===== config.mk =====
export PLATFORM = sky130hd
export DESIGN_NAME = uart_stream_ctrl
export DESIGN_NICKNAME = d
export VERILOG_FILES = /design/src/rtl/uart_stream_ctrl.sv
export SDC_FILE = /design/constraint.sdc
export NUM_CORES = 1
export LEC_CHECK = 0
export CAP_MARGIN = 20
export CORE_ASPECT_RATIO = 0.6
export CORE_MARGIN = 2
export CORE_UTILIZATION = 40
export DETAILED_ROUTE_END_ITERATION = 8
export PLACE_DENSITY = 0.78
export REMOVE_ABC_BUFFERS = 1
export SYNTH_ARGS = -nofsm -noshare
export SYNTH_HDL_FRONTEND = slang
export SYNTH_SLANG_ARGS = --single-unit

===== constraint.sdc =====
create_clock -name clk_i -period 2.6 [get_ports clk_i]
set_clock_uncertainty 0.2 [all_clocks]
set_input_delay 0.26 -clock clk_i [delete_from_list [all_inputs] [get_ports clk_i]]
set_output_delay 0.26 -clock clk_i [all_outputs]
set_load 0.005 [all_outputs]

===== src/rtl/uart_stream_ctrl.sv =====
`default_nettype none
// ============================================================================
// Module : uart_stream_ctrl
// Brief  : Configures the UART, then streams a memory byte buffer into the TX
//          data register, polling TX-FIFO-full before each byte.
//          Define UART_STREAM_CRLF_EN to send every LF as CR+LF.
// Rev    : 1.0  initial release
// ============================================================================
module uart_stream_ctrl #(
    parameter logic [31:0] UART_BASE  = 32'h8000_1000,
    parameter int          LEN_W      = 16,
    parameter int          POLL_LIMIT = 1024
) (
    input  logic             clk_i,
    input  logic             rst_ni,
    input  logic             start_i,
    input  logic [31:0]      src_addr_i,
    input  logic [LEN_W-1:0] len_i,
    input  logic [6:0]       cfg_params_i,
    output logic             busy_o,
    output logic             done_o,
    output logic [1:0]       err_code_o,
    output logic             mem_req_o,
    output logic [31:0]      mem_addr_o,
    input  logic             mem_gnt_i,
    input  logic             mem_rvalid_i,
    input  logic [31:0]      mem_rdata_i,
    input  logic             mem_err_i,
    output logic             uart_req_o,
    output logic             uart_we_o,
    output logic [3:0]       uart_be_o,
    output logic [31:0]      uart_addr_o,
    output logic [31:0]      uart_wdata_o,
    input  logic             uart_gnt_i,
    input  logic [31:0]      uart_rdata_i,
    input  logic             uart_err_i
);
    localparam int                  c_pcnt_w    = $clog2(POLL_LIMIT + 1);
    localparam logic [c_pcnt_w-1:0] c_poll_max  = c_pcnt_w'(POLL_LIMIT);
    localparam logic [31:0]         c_reg_data  = UART_BASE + 32'h04;
    localparam logic [31:0]         c_reg_state = UART_BASE + 32'h08;
    localparam logic [31:0]         c_reg_ctrl  = UART_BASE + 32'h0C;
    localparam logic [31:0]         c_reg_param = UART_BASE + 32'h10;
`ifdef UART_STREAM_CRLF_EN
    localparam logic                c_crlf      = 1'b1;
`else
    localparam logic                c_crlf      = 1'b0;
`endif

    typedef enum logic [3:0] {
        S_IDLE      = 4'd0,
        S_CFG_PARAM = 4'd1,
        S_CFG_EN    = 4'd2,
        S_FETCH     = 4'd3,
        S_FETCH_RSP = 4'd4,
        S_POLL      = 4'd5,
        S_POLL_RSP  = 4'd6,
        S_WRITE     = 4'd7,
        S_WRITE_RSP = 4'd8,
        S_FINISH    = 4'd9
    } state_t;

    state_t              r_state;
    logic [31:0]         r_addr;
    logic [31:0]         r_buf;
    logic [LEN_W-1:0]    r_remaining;
    logic [c_pcnt_w-1:0] r_poll_cnt;
    logic                r_rsp_wait;
    logic                r_is_cr;
    logic                r_cr_done;
    logic [1:0]          r_err;
    logic                r_busy;
    logic                r_done;
    logic                r_mem_req;
    logic [31:0]         r_mem_addr;
    logic                r_uart_req;
    logic                r_uart_we;
    logic [31:0]         r_uart_addr;
    logic [31:0]         r_uart_wdata;

    logic [7:0]          w_byte;
    logic [31:0]         w_word;
    logic [31:0]         w_addr_next;
    logic [c_pcnt_w-1:0] w_poll_next;
    logic                w_send_cr;
    logic                w_unused;

    assign w_word      = r_buf >> {r_addr[1:0], 3'b000};
    assign w_byte      = w_word[7:0];
    assign w_addr_next = r_addr + 32'd1;
    assign w_poll_next = r_poll_cnt + c_pcnt_w'(1);
    // The CR is inserted once per LF; r_cr_done marks it as already sent.
    assign w_send_cr   = c_crlf && (w_byte == 8'h0A) && !r_cr_done;
    assign w_unused    = ^{uart_rdata_i[31:2], uart_rdata_i[0]};

    assign busy_o       = r_busy;
    assign done_o       = r_done;
    assign err_code_o   = r_err;
    assign mem_req_o    = r_mem_req;
    assign mem_addr_o   = r_mem_addr;
    assign uart_req_o   = r_uart_req;
    assign uart_we_o    = r_uart_we;
    assign uart_be_o    = 4'hF;
    assign uart_addr_o  = r_uart_addr;
    assign uart_wdata_o = r_uart_wdata;

    always_ff @(posedge clk_i or negedge rst_ni) begin
        if (!rst_ni) begin
            r_state      <= S_IDLE;
            r_addr       <= '0;
            r_buf        <= '0;
            r_remaining  <= '0;
            r_poll_cnt   <= '0;
            r_rsp_wait   <= 1'b0;
            r_is_cr      <= 1'b0;
            r_cr_done    <= 1'b0;
            r_err        <= 2'd0;
            r_busy       <= 1'b0;
            r_done       <= 1'b0;
            r_mem_req    <= 1'b0;
            r_mem_addr   <= '0;
            r_uart_req   <= 1'b0;
            r_uart_we    <= 1'b0;
            r_uart_addr  <= '0;
            r_uart_wdata <= '0;
        end else begin
            r_done <= 1'b0;
            case (r_state)
                S_IDLE: begin
                    if (start_i) begin
                        r_addr      <= src_addr_i;
                        r_remaining <= len_i;
                        r_err       <= 2'd0;
                        r_poll_cnt  <= '0;
                        r_cr_done   <= 1'b0;
                        r_rsp_wait  <= 1'b0;
                        if (len_i == '0) begin
                            r_done  <= 1'b1;
                            r_state <= S_FINISH;
                        end else begin
                            r_busy       <= 1'b1;
                            r_uart_req   <= 1'b1;
                            r_uart_we    <= 1'b1;
                            r_uart_addr  <= c_reg_param;
                            r_uart_wdata <= {25'b0, cfg_params_i};
                            r_state      <= S_CFG_PARAM;
                        end
                    end
                end
                // Config writes share one grant/response sequence.
                S_CFG_PARAM, S_CFG_EN: begin
                    if (!r_rsp_wait) begin
                        if (uart_gnt_i) begin
                            r_uart_req <= 1'b0;
                            r_rsp_wait <= 1'b1;
                        end
                    end else begin
                        r_rsp_wait <= 1'b0;
                        if (uart_err_i) begin
                            r_err   <= 2'd3;
                            r_busy  <= 1'b0;
                            r_done  <= 1'b1;
                            r_state <= S_FINISH;
                        end else if (r_state == S_CFG_PARAM) begin
                            r_uart_req   <= 1'b1;
                            r_uart_addr  <= c_reg_ctrl;
                            r_uart_wdata <= 32'h3;
                            r_state      <= S_CFG_EN;
                        end else begin
                            r_uart_we  <= 1'b0;
                            r_mem_req  <= 1'b1;
                            r_mem_addr <= {r_addr[31:2], 2'b00};
                            r_state    <= S_FETCH;
                        end
                    end
                end
                S_FETCH: begin
                    if (mem_gnt_i) begin
                        r_mem_req <= 1'b0;
                        r_state   <= S_FETCH_RSP;
                    end
                end
                S_FETCH_RSP: begin
                    if (mem_rvalid_i) begin
                        if (mem_err_i) begin
                            r_err   <= 2'd1;
                            r_busy  <= 1'b0;
                            r_done  <= 1'b1;
                            r_state <= S_FINISH;
                        end else begin
                            r_buf       <= mem_rdata_i;
                            r_uart_req  <= 1'b1;
                            r_uart_we   <= 1'b0;
                            r_uart_addr <= c_reg_state;
                            r_state     <= S_POLL;
                        end
                    end
                end
                S_POLL: begin
                    if (uart_gnt_i) begin
                        r_uart_req <= 1'b0;
                        r_state    <= S_POLL_RSP;
                    end
                end
                S_POLL_RSP: begin
                    if (uart_rdata_i[1]) begin
                        if (w_poll_next == c_poll_max) begin
                            r_err   <= 2'd2;
                            r_busy  <= 1'b0;
                            r_done  <= 1'b1;
                            r_state <= S_FINISH;
                        end else begin
                            r_poll_cnt <= w_poll_next;
                            r_uart_req <= 1'b1;
                            r_state    <= S_POLL;
                        end
                    end else begin
                        r_poll_cnt   <= '0;
                        r_uart_req   <= 1'b1;
                        r_uart_we    <= 1'b1;
                        r_uart_addr  <= c_reg_data;
                        r_uart_wdata <= {24'b0, (w_send_cr ? 8'h0D : w_byte)};
                        r_is_cr      <= w_send_cr;
                        r_state      <= S_WRITE;
                    end
                end
                S_WRITE: begin
                    if (uart_gnt_i) begin
                        r_uart_req <= 1'b0;
                        r_state    <= S_WRITE_RSP;
                    end
                end
                S_WRITE_RSP: begin
                    if (uart_err_i || r_is_cr) begin
                        // Failed writes retry the same character; a sent CR
                        // is followed by its LF.
                        r_cr_done   <= r_cr_done | (r_is_cr & ~uart_err_i);
                        r_uart_req  <= 1'b1;
                        r_uart_we   <= 1'b0;
                        r_uart_addr <= c_reg_state;
                        r_state     <= S_POLL;
                    end else begin
                        r_cr_done   <= 1'b0;
                        r_addr      <= w_addr_next;
                        r_remaining <= r_remaining - LEN_W'(1);
                        if (r_remaining == LEN_W'(1)) begin
                            r_busy  <= 1'b0;
                            r_done  <= 1'b1;
                            r_state <= S_FINISH;
                        end else if (w_addr_next[1:0] == 2'b00) begin
                            r_uart_we  <= 1'b0;
                            r_mem_req  <= 1'b1;
                            r_mem_addr <= {w_addr_next[31:2], 2'b00};
                            r_state    <= S_FETCH;
                        end else begin
                            r_uart_req  <= 1'b1;
                            r_uart_we   <= 1'b0;
                            r_uart_addr <= c_reg_state;
                            r_state     <= S_POLL;
                        end
                    end
                end
                S_FINISH: r_state <= S_IDLE;
                default:  r_state <= S_IDLE;
            endcase
        end
    end
endmodule
`default_nettype wire


-- Word level (Yosys, flattened, before mapping)
Cells that the tools add are included.
- $add $sub $neg: 3
- equal/unequal tests: 35
- shifts and indexed selects: 1
- mux-type cells: 115
- bitwise gates (word level): 1
- reductions and logical operators: 27
- operators by type and width (kind ; count):
    two-way mux 32 bit ; 25
    one-hot mux 32 bit (5 select lines) ; 1
    one-hot mux 32 bit (2 select lines) ; 2
    one-hot mux 32 bit (3 select lines) ; 1
    two-way mux 4 bit ; 13
    two-way mux 1 bit ; 50
    inequality test 2 bit (second input constant) ; 20
    two-way mux 11 bit ; 3
    adder 32 x 1 -> 32 bit (second input constant) ; 1
    two-way mux 16 bit ; 2
    one-hot mux 16 bit (2 select lines) ; 1
    one-hot mux 4 bit (8 select lines) ; 1
    >> shifter 32 x 5 -> 8 bit ; 1
    one-hot mux 11 bit (2 select lines) ; 1
    AND reduction 11 bit ; 2
    AND reduction 10 bit ; 2
    equality test 16 x 1 -> 1 bit (second input constant) ; 1
    equality test 4 x 3 -> 1 bit (second input constant) ; 4
    logical NOT 16 bit ; 1
    AND reduction 8 bit ; 2
    subtractor 16 x 1 -> 16 bit (second input constant) ; 1
    inequality test 3 bit (second input constant) ; 5
    one-hot mux 1 bit (5 select lines) ; 3
    two-way mux 2 bit ; 7
    other kinds (23) ; 32
- register bits: 199
- input port bits: 127
- output and inout bits: 107
- logic and storage cells: 197

-- Longest topological paths before layout
Gate-level depths: netlist of the first run.
- depth in word-level cells: 6
- gate-level depth with buffers: 10
- mapped depth without buffers: 8

-- Least setup slack after synthesis of the first run
Ideal clock, no wire load.
- path kind: flip-flop to flip-flop
- from: register r_state[0]
- to: register r_mem_addr[31], in the netlist mem_addr_o[31]
- library setup time: 0.137 ns
- data arrival time: 2.013 ns
- required time: 2.263 ns
- slack: 0.250 ns
- stages on the path, launching flop included: 9
- buffers on the path: 2
- period minus slack after synthesis: 2.350 ns
- cell sequence: dfrtp_1 buf_2 nor4b_4 nand4_4 or3_1 buf_2 nor3_2 xnor2_1 a21oi_1
- word-level cells in the longest chain between the ends: 4
- elaborated cells on any way between the ends: 13
- those cells by class: eq/ne: 9; mux: 1; reduce/logical: 3
- RTL lines (item ; RTL line ; RTL):
    from (decl) ; 63 ; state_t r_state;
    from (signal assigned) ; 109 ; r_state <= S_IDLE;
    from (signal assigned) ; 139 ; r_state <= S_FINISH;
    from (signal assigned) ; 146 ; r_state <= S_CFG_PARAM;
    equality test 4 x 1 -> 1 bit or equality test 4 x 2 -> 1 bit (tied branches) ; 128, 164 ;
    OR reduction 2 bit ; 128 ; case (r_state)
    inequality test 2 bit (no line) or nonzero test 2 bit (tied branches) ; -- ;
    AND reduction 7 bit (no line) ; -- ;
    to (signal assigned) ; 172 ; r_mem_addr <= {r_addr[31:2], 2'b00};
    to (signal assigned) ; 253 ; r_mem_addr <= {w_addr_next[31:2], 2'b00};
    to (decl) ; 75 ; logic [31:0] r_mem_addr;
Several ways; a longest one is shown, not always the timed one.
A chain may end at the register's enable or synchronous reset.

-- Final worst setup path of the first run
- from: register r_state[1]
- to: register r_busy, in the netlist busy_o
- word-level cells in the longest chain between the ends: 4
- elaborated cells on any way between the ends: 20
- those cells by class: eq/ne: 15; mux: 1; reduce/logical: 4
- RTL lines (item ; RTL line ; RTL):
    equality test 4 x 1 -> 1 bit or equality test 4 x 2 -> 1 bit (tied branches) ; 128 ;
    OR reduction 2 bit ; 128 ;
    nonzero test 5 bit (no line) or inequality test 2 bit (tied branches) ; -- ;
    AND reduction 11 bit (no line) ; -- ;
    to (signal assigned) ; 118 ; r_busy <= 1'b0;
    to (signal assigned) ; 141 ; r_busy <= 1'b1;
    to (signal assigned) ; 161 ; r_busy <= 1'b0;
    to (decl) ; 72 ; logic r_busy;
Several ways; a longest one is shown, not always the timed one.

==> key figures, run 1 <==
Status
  – Status: finished, violations left
  – Failing checks: DRC

Clock tree
  – Bufs on Longest Clock Path: 2
  – Reg clk slew, reported paths: 60 ps
  – Skew-Pair Late Insertion Delay: 430 ps
  – CTS tree: yes
  – Clock buffer count from CTS: 17
  – Deepest level of the CTS H-tree: 4
  – Root buf cell: clkbuf_16
  – Clk sinks: 145

Setup path
  – CP Capture Type: flip-flop
  – Crit start category: flip-flop
  – Crit path launch: r_state[1]
  – WS Path Type: reg2reg
  – Reg2Reg Depth: 7
  – Crit-path max FO: 12
  – Reg2reg setup slack: 110 ps
  – Critical Path End: busy_o
  – Reg2reg end: busy_o
  – Worst EP arrival: 2590 ps
  – Critical path data required time: 2700 ps
  – RR Startpoint: r_state[1]

Die
  – Core area: between 20,000 and 25,000 sq um
  – Row cnt: 41
  – Starting Density: 0.410
  – Ports: ~230
  – Die H: between 100 and 150 um
  – Area of the die: 23,000 sq um
  – Die X: 194 um

Final layout
  – Leading cell type in the layout, fill and taps excluded: dfrtp_1
  – Most frequent cells in the layout: 145 x dfrtp_1, 144 x clkdlybuf4s50_1, 98 x nor2_1
  – Fill count: 1,880
  – Layout Utilization: 0.540
  – Final-stage net count: 1,298
  – Layout cell share with drive strength beyond 1: 0.169
  – Synth-to-layout area growth: 31.5%
  – Diode count: 0

Placed design
  – Hpwl dp: 18,900 um
  – Placer Congestion: 0.970
  – Port bufs: approximately 150

Synthesis
  – Seq cells post-synth: 145
  – Seq/Total Area, Yosys: 0.417
  – Syn Inst Count: 981
  – Multiplexer share of the synthesized area: 0.0772
  – Post-synthesis simple-gate area fraction: 0.192
  – Largest cells by area after synthesis: dfrtp_1 42%, a21oi_1 5.6%, mux2_2 5.2%, buf_4 5.0%, nor2_1 4.3%
  – Synth Warn #: 0
  – Adder-cell area share of the yosys netlist: 0.00864
  – Synth Area in XOR/XNOR: 0.0353
  – Leading area contributor after synthesis: dfrtp_1
  – Dominant synthesized flop cell: dfrtp_1
  – Syn_area_per_cell: 8.86 sq um
  – Compound-Gate Fraction of Synth Area: 0.181
  – Async SR Flop Fraction: 1.00
  – Syn Std Cell Area: 8690 sq um
  – Post-synth top area share: 0.417
  – Count of unique library cells instantiated by Yosys: 68
  – Post-synth EDFFs: 0
  – Largest family of logic cells by synthesized area: simple AND/OR/NAND/NOR gates

GRT
  – GRT Residual Overflow: 0
  – Antenna violations before repair: 0
  – Gr usage total: 0.226
  – Global-route wire length before repair: 41,400 um
  – Pin count of the biggest net entering global routing: 50
  – Vias in the first global route: approximately 7,700

Timing
  – RSZ-0062 raised after global routing: false
  – Final hold vios: 0
  – Max Slew Vio Count: 0
  – Worst-margin pin slew: roughly 540 ps
  – F_max: 0.402 GHz
  – WHS: around 160 ps
  – Setup Total Neg Slack: 0 ps
  – Final setup viols: 0
  – Final Critical Period: 2490 ps
  – Rel. slew slack: 0.638
  – Final worst-path cycle share: 0.956

Detailed routing
  – Post-DR vias/cell: 5.53
  – Met3 routed WL: 2270 um
  – Initial DRT Pass Iterations: 7
  – DRC: 8
  – Highest metal used: met4
  – Drt initial violations: between 800 and 900
  – Antenna-violating nets left: 0
  – Wire length on met1: approximately 13,000 um
  – Via count: between 8,000 and 9,000
  – Avg WL per Cell: between 15 and 20 um
  – Final wirelength: roughly 26,000 um
  – Met2 WL post-DR: 10,800 um

Worst hold path
  – HP Class: in2async

Power and ir drop
  – Max VDD drop: 0.616 mV
  – Pwr/cell area: 1120 nW/um^2
  – Leak: 0.00465 uW

Flow run
  – Max-cap violations: 0
## worst max-delay path, stage by stage, from the launching register on
cell	delay (ps)
dfrtp_1	380
or4b_2	730
buf_4	240
nor3_1	250
buf_4	180
nor2b_1	40
o41ai_1	250
nand2_1	90
## routing by layer
layer	global-route usage	vias up
li1	-	3766
met1	0.345	3905
met2	0.314	365
met3	0.0596	21
met4	0.0524	0
met5	0	-
## logic make-up after synthesis
| family | Yosys count |
|---|---|
| XOR/XNOR | 35 |
| other | 2 |
| buffers and inverters | 139 |
| flip-flops | 145 |
| adder cells (fa/ha/maj) | 6 |
| AND/OR/NAND/NOR | 341 |
| multiplexers | 52 |
| AO/OA/AOI/OAI | 261 |
## registers in the layout (all words and copies together) (netlist names)
signal,count
r_state,4
r_addr,32
busy_o,1
r_rsp_wait,1
r_buf,32
uart_wdata_o,8
r_remaining,16
uart_we_o,1
uart_addr_o,4
mem_req_o,1
err_code_o,2
mem_addr_o,30
r_poll_cnt,11
done_o,1
uart_req_o,1
## worst min-delay path by stage
stage	from	to	slack, ps	cells after the start
finish	rst_ni	r_poll_cnt[10]	160	2
floorplan	rst_ni	busy_o	-240	0
global route	rst_ni	uart_addr_o[4]	200	2
CTS	rst_ni	uart_addr_o[4]	160	2
detailed placement	rst_ni	uart_addr_o[4]	50	1
global placement	rst_ni	uart_addr_o[12]	40	1
## what timing repair did
action                                 in CTS  in global routing
endpoints found under the hold margin      46                  0
gates cloned                                0                  0
setup endpoints to repair                   1                 28
buffers inserted                            0                  2
pin swaps                                   0                  2
hold buffers                                1                  0
gates resized for setup                     1                 12
## cell type report
| type | count | area (sq um) | area share |
|---|---|---|---|
| Multi-Input combinational cell | 752 | 4600 | 0.403 |
| Sequential cell | 145 | 3630 | 0.317 |
| Timing Repair Buffer | 235 | 2220 | 0.194 |
| Clock buffer | 19 | 453 | 0.0396 |
| Tap cell | 279 | 349 | 0.0305 |
| Clock inverter | 13 | 129 | 0.0113 |
| Inverter | 14 | 52.6 | 0.00460 |
## synthesized netlist by cell type, types with 5 or more instances
library cell    n
o21ai_0        65
nor2b_1         5
nand3_1        28
a22o_1          7
xnor2_1        25
buf_2          13
a21oi_1        98
a22oi_1         5
nand2_1        94
nand2b_1        7
or3_1           8
o22ai_1        15
buf_4          58
a21o_1          6
o22a_1          7
o2bb2ai_1       7
nor2_1        100
clkbuf_1       45
inv_1          14
nand4_1        14
mux2_2         40
nor3_1         31
a31oi_1        13
and2_1          5
dfrtp_1       145
xor2_1         10
nor4_1         12
and4_1          6
or2_2           5
mux4_2          8
ha_1            6
buf_1           8
## where the power goes
group          switching (uW)  internal, uW  leakage (uW)
clock                    1060          1380      0.000269
sequential                838          3300       0.00172
combinational            3090          3100       0.00266
total                    4990          7780       0.00465
## per-stage QoR
step / instance area (sq um) / setup WS, ps / total power, uW / cells
6_report: 11400 / 115 / 12800 / 1457
4_1_cts: 11400 / 32.3 / 12700 / 1455
3_5_place_dp: 10800 / 73.3 / 10200 / 1422
3_3_place_gp: 10800 / 82.0 / 10000 / 1422
2_1_floorplan: 8190 / -2940 / 7350 / 911
5_1_grt: 11400 / 0.453 / 13600 / 1457
(Power assumes the default switching activity.)
==> inputs of run 2 (changes only) <==
--- a/config.mk
+++ b/config.mk
@@ -10,7 +10,7 @@
 export CORE_MARGIN = 2
 export CORE_UTILIZATION = 40
 export DETAILED_ROUTE_END_ITERATION = 8
-export PLACE_DENSITY = 0.78
+export PLACE_DENSITY_LB_ADDON = 0.12
 export REMOVE_ABC_BUFFERS = 1
 export SYNTH_ARGS = -nofsm -noshare
 export SYNTH_HDL_FRONTEND = slang
==> run 2 against run 1 <==
The run still ends with DRC left. Power increased by 1.8%. Setup slack got worse by 30 ps. Flip-flop and latch count unchanged. Sequential power shrank 1%.
==> key figures, run 2 (synthesis gave the netlist of run 1 again) <==
Clock tree
  – Post-CTS Setup Inserts: 0
  – Bufs on Longest Clock Path: 2
  – Root buf cell: clkbuf_16
  – Deepest level of the CTS H-tree: 4
  – Reg clk slew, reported paths: 60 ps
  – Clk sinks: approximately 150
  – CTS tree: yes
  – Clock buffer count from CTS: 17
  – Skew-Pair Late Insertion Delay: 430 ps

Power and ir drop
  – Max VDD drop: between 0.6 and 0.7 mV
  – Power consumption: 13,000 uW
  – Pwr/cell area: 1120 nW/um^2
  – Leak: 0.00478 uW

Placed design
  – Pre-CTS setup slack: between 2 and 2.5 ps
  – Hpwl dp: between 15,000 and 20,000 um
  – Placer Congestion: just over 0.9
  – Port bufs: 145

Setup path
  – Reg2Reg Depth: 9
  – Crit-path leading delay family: simple AND/OR/NAND/NOR gates
  – Crit start category: flip-flop
  – Peak per-stage delay on the critical path: 420 ps
  – Crit-path max FO: 20
  – CP Capture Type: flip-flop
  – CP Cell Sequence: buf_12 -> nor2_1 -> nand2_1 -> nor3_2 -> a2111oi_1 -> buf_4 -> nand2_1 -> buf_12 -> mux2_2
  – Critical path data required time: 2710 ps
  – Critical path depth in cells: 9
  – Reg2reg setup slack: ~85 ps
  – Worst EP arrival: about 2600 ps
  – Worst Path Buf+Inv: 3
  – WS Path Type: reg2reg
  – Slowest cell on crit path: dfrtp_1

GRT
  – Global-route wire length before repair: 41,300 um
  – Gr usage total: 0.229
  – Pin count of the biggest net entering global routing: 52
  – Vias in the first global route: approximately 7,300
  – GRT Residual Overflow: 0
  – Antenna violations before repair: 1

Die
  – Die X: 194 um
  – Core area: 21,200 sq um
  – Row cnt: 41
  – Die H: 118 um
  – Starting Density: 0.410
  – Ports: 234
  – Area of the die: 23,000 sq um

Final layout
  – Register area: 3630 sq um
  – Fill count: 1,968
  – Multi-input logic area: 4580 sq um
  – Leading cell type in the layout, fill and taps excluded: dfrtp_1
  – Synth-to-layout area growth: 33.6%
  – Most frequent cells in the layout: 145 x dfrtp_1, 144 x clkdlybuf4s50_1, 100 x nor2_1
  – Final-stage net count: about 1,300
  – Layout cell share with drive strength beyond 1: 0.177

Detailed routing
  – DRC: 16
  – Drt initial violations: 678
  – Antenna-violating nets left: 0
  – Post-DR vias/cell: between 5 and 6
  – Final wirelength: between 20,000 and 30,000 um
  – Initial DRT Pass Iterations: 9
  – Avg WL per Cell: roughly 18 um
  – Via count: between 7,000 and 8,000

Timing
  – F_max: 0.398 GHz
  – Rel. slew slack: 0.629
  – Setup WS post-layout: 84.7 ps
  – Max Slew Vio Count: 0
  – Final hold vios: 0
  – RSZ-0062 raised after global routing: false
  – Final Critical Period: 2520 ps
  – WHS: 159 ps
  – Worst-margin pin slew: roughly 550 ps
  – Final worst-path cycle share: 0.967
  – Final setup viols: 0

Status
  – Failing checks: DRC
  – Status: finished, violations left

Flow run
  – Max-cap violations: 0

Worst hold path
  – HP Class: in2async
## run 2: cell types whose count changed in the layout (fill, tap and decap cells not counted), sizes merged
cell and delta:
buf +20, clkinvlp -3, clkbuf +2, clkinv -2, bufinv +1, diode +1
inv +1
## run 2: what timing repair did
action	4_1_cts	5_1_grt
hold endpoints to repair	47	0
hold buffers	1	0
endpoints found under the setup margin	0	20
resized for setup	0	8
## run 2: metal layers
metal / vias up / share of wire / wire length, um / global-route usage
li1: 3828 / - / - / -
met1: 3814 / 0.52 / 13600 / 0.377
met2: 333 / 0.39 / 10000 / 0.288
met3: 15 / 0.084 / 2170 / 0.0605
met4: 0 / 0.0066 / 171 / 0.0457
met5: - / 0 / 0 / 0
## run 2: path summary, 6_finish.rpt
kind / endpoint / startpoint
worst max-delay path: uart_wdata_o[4] / r_state[2]
worst min-delay path: r_poll_cnt[3] / rst_ni
worst max register to register: uart_wdata_o[4] / r_state[2]
worst min register to register: uart_we_o / uart_we_o
max in group asynchronous: r_addr[7] / rst_ni
min in group clk_i: r_addr[0] / src_addr_i[0]
## run 2: cell type report
type	count	share of cell area
diodes	1	0.000216
clock buffers	21	0.0397
clock inverters	10	0.0109
inverters	14	0.00453
multi-input cells	752	0.395
flip-flops and latches	145	0.313
well taps	279	0.0301
repair buffers	255	0.207
## run 2: per-stage QoR
stage	setup TNS [ps]	instance area (sq um)	std cells	util
6_report	0	11600	1477	0.548
5_1_grt	0	11600	1476	0.548
4_1_cts	0	11600	1476	0.546
3_5_place_dp	0	11000	1444	0.518
3_3_place_gp	0	11000	1444	0.518
2_1_floorplan	-170460	8190	911	-
## run 2: power by group
| group | leakage (uW) | total (uW) | internal (uW) | switching, uW |
|---|---|---|---|---|
| registers | 0.00172 | 4070 | 3300 | 772 |
| logic | 0.00278 | 6420 | 3270 | 3140 |
| clock network | 0.000282 | 2510 | 1470 | 1030 |
| total | 0.00478 | 13000 | 8040 | 4950 |
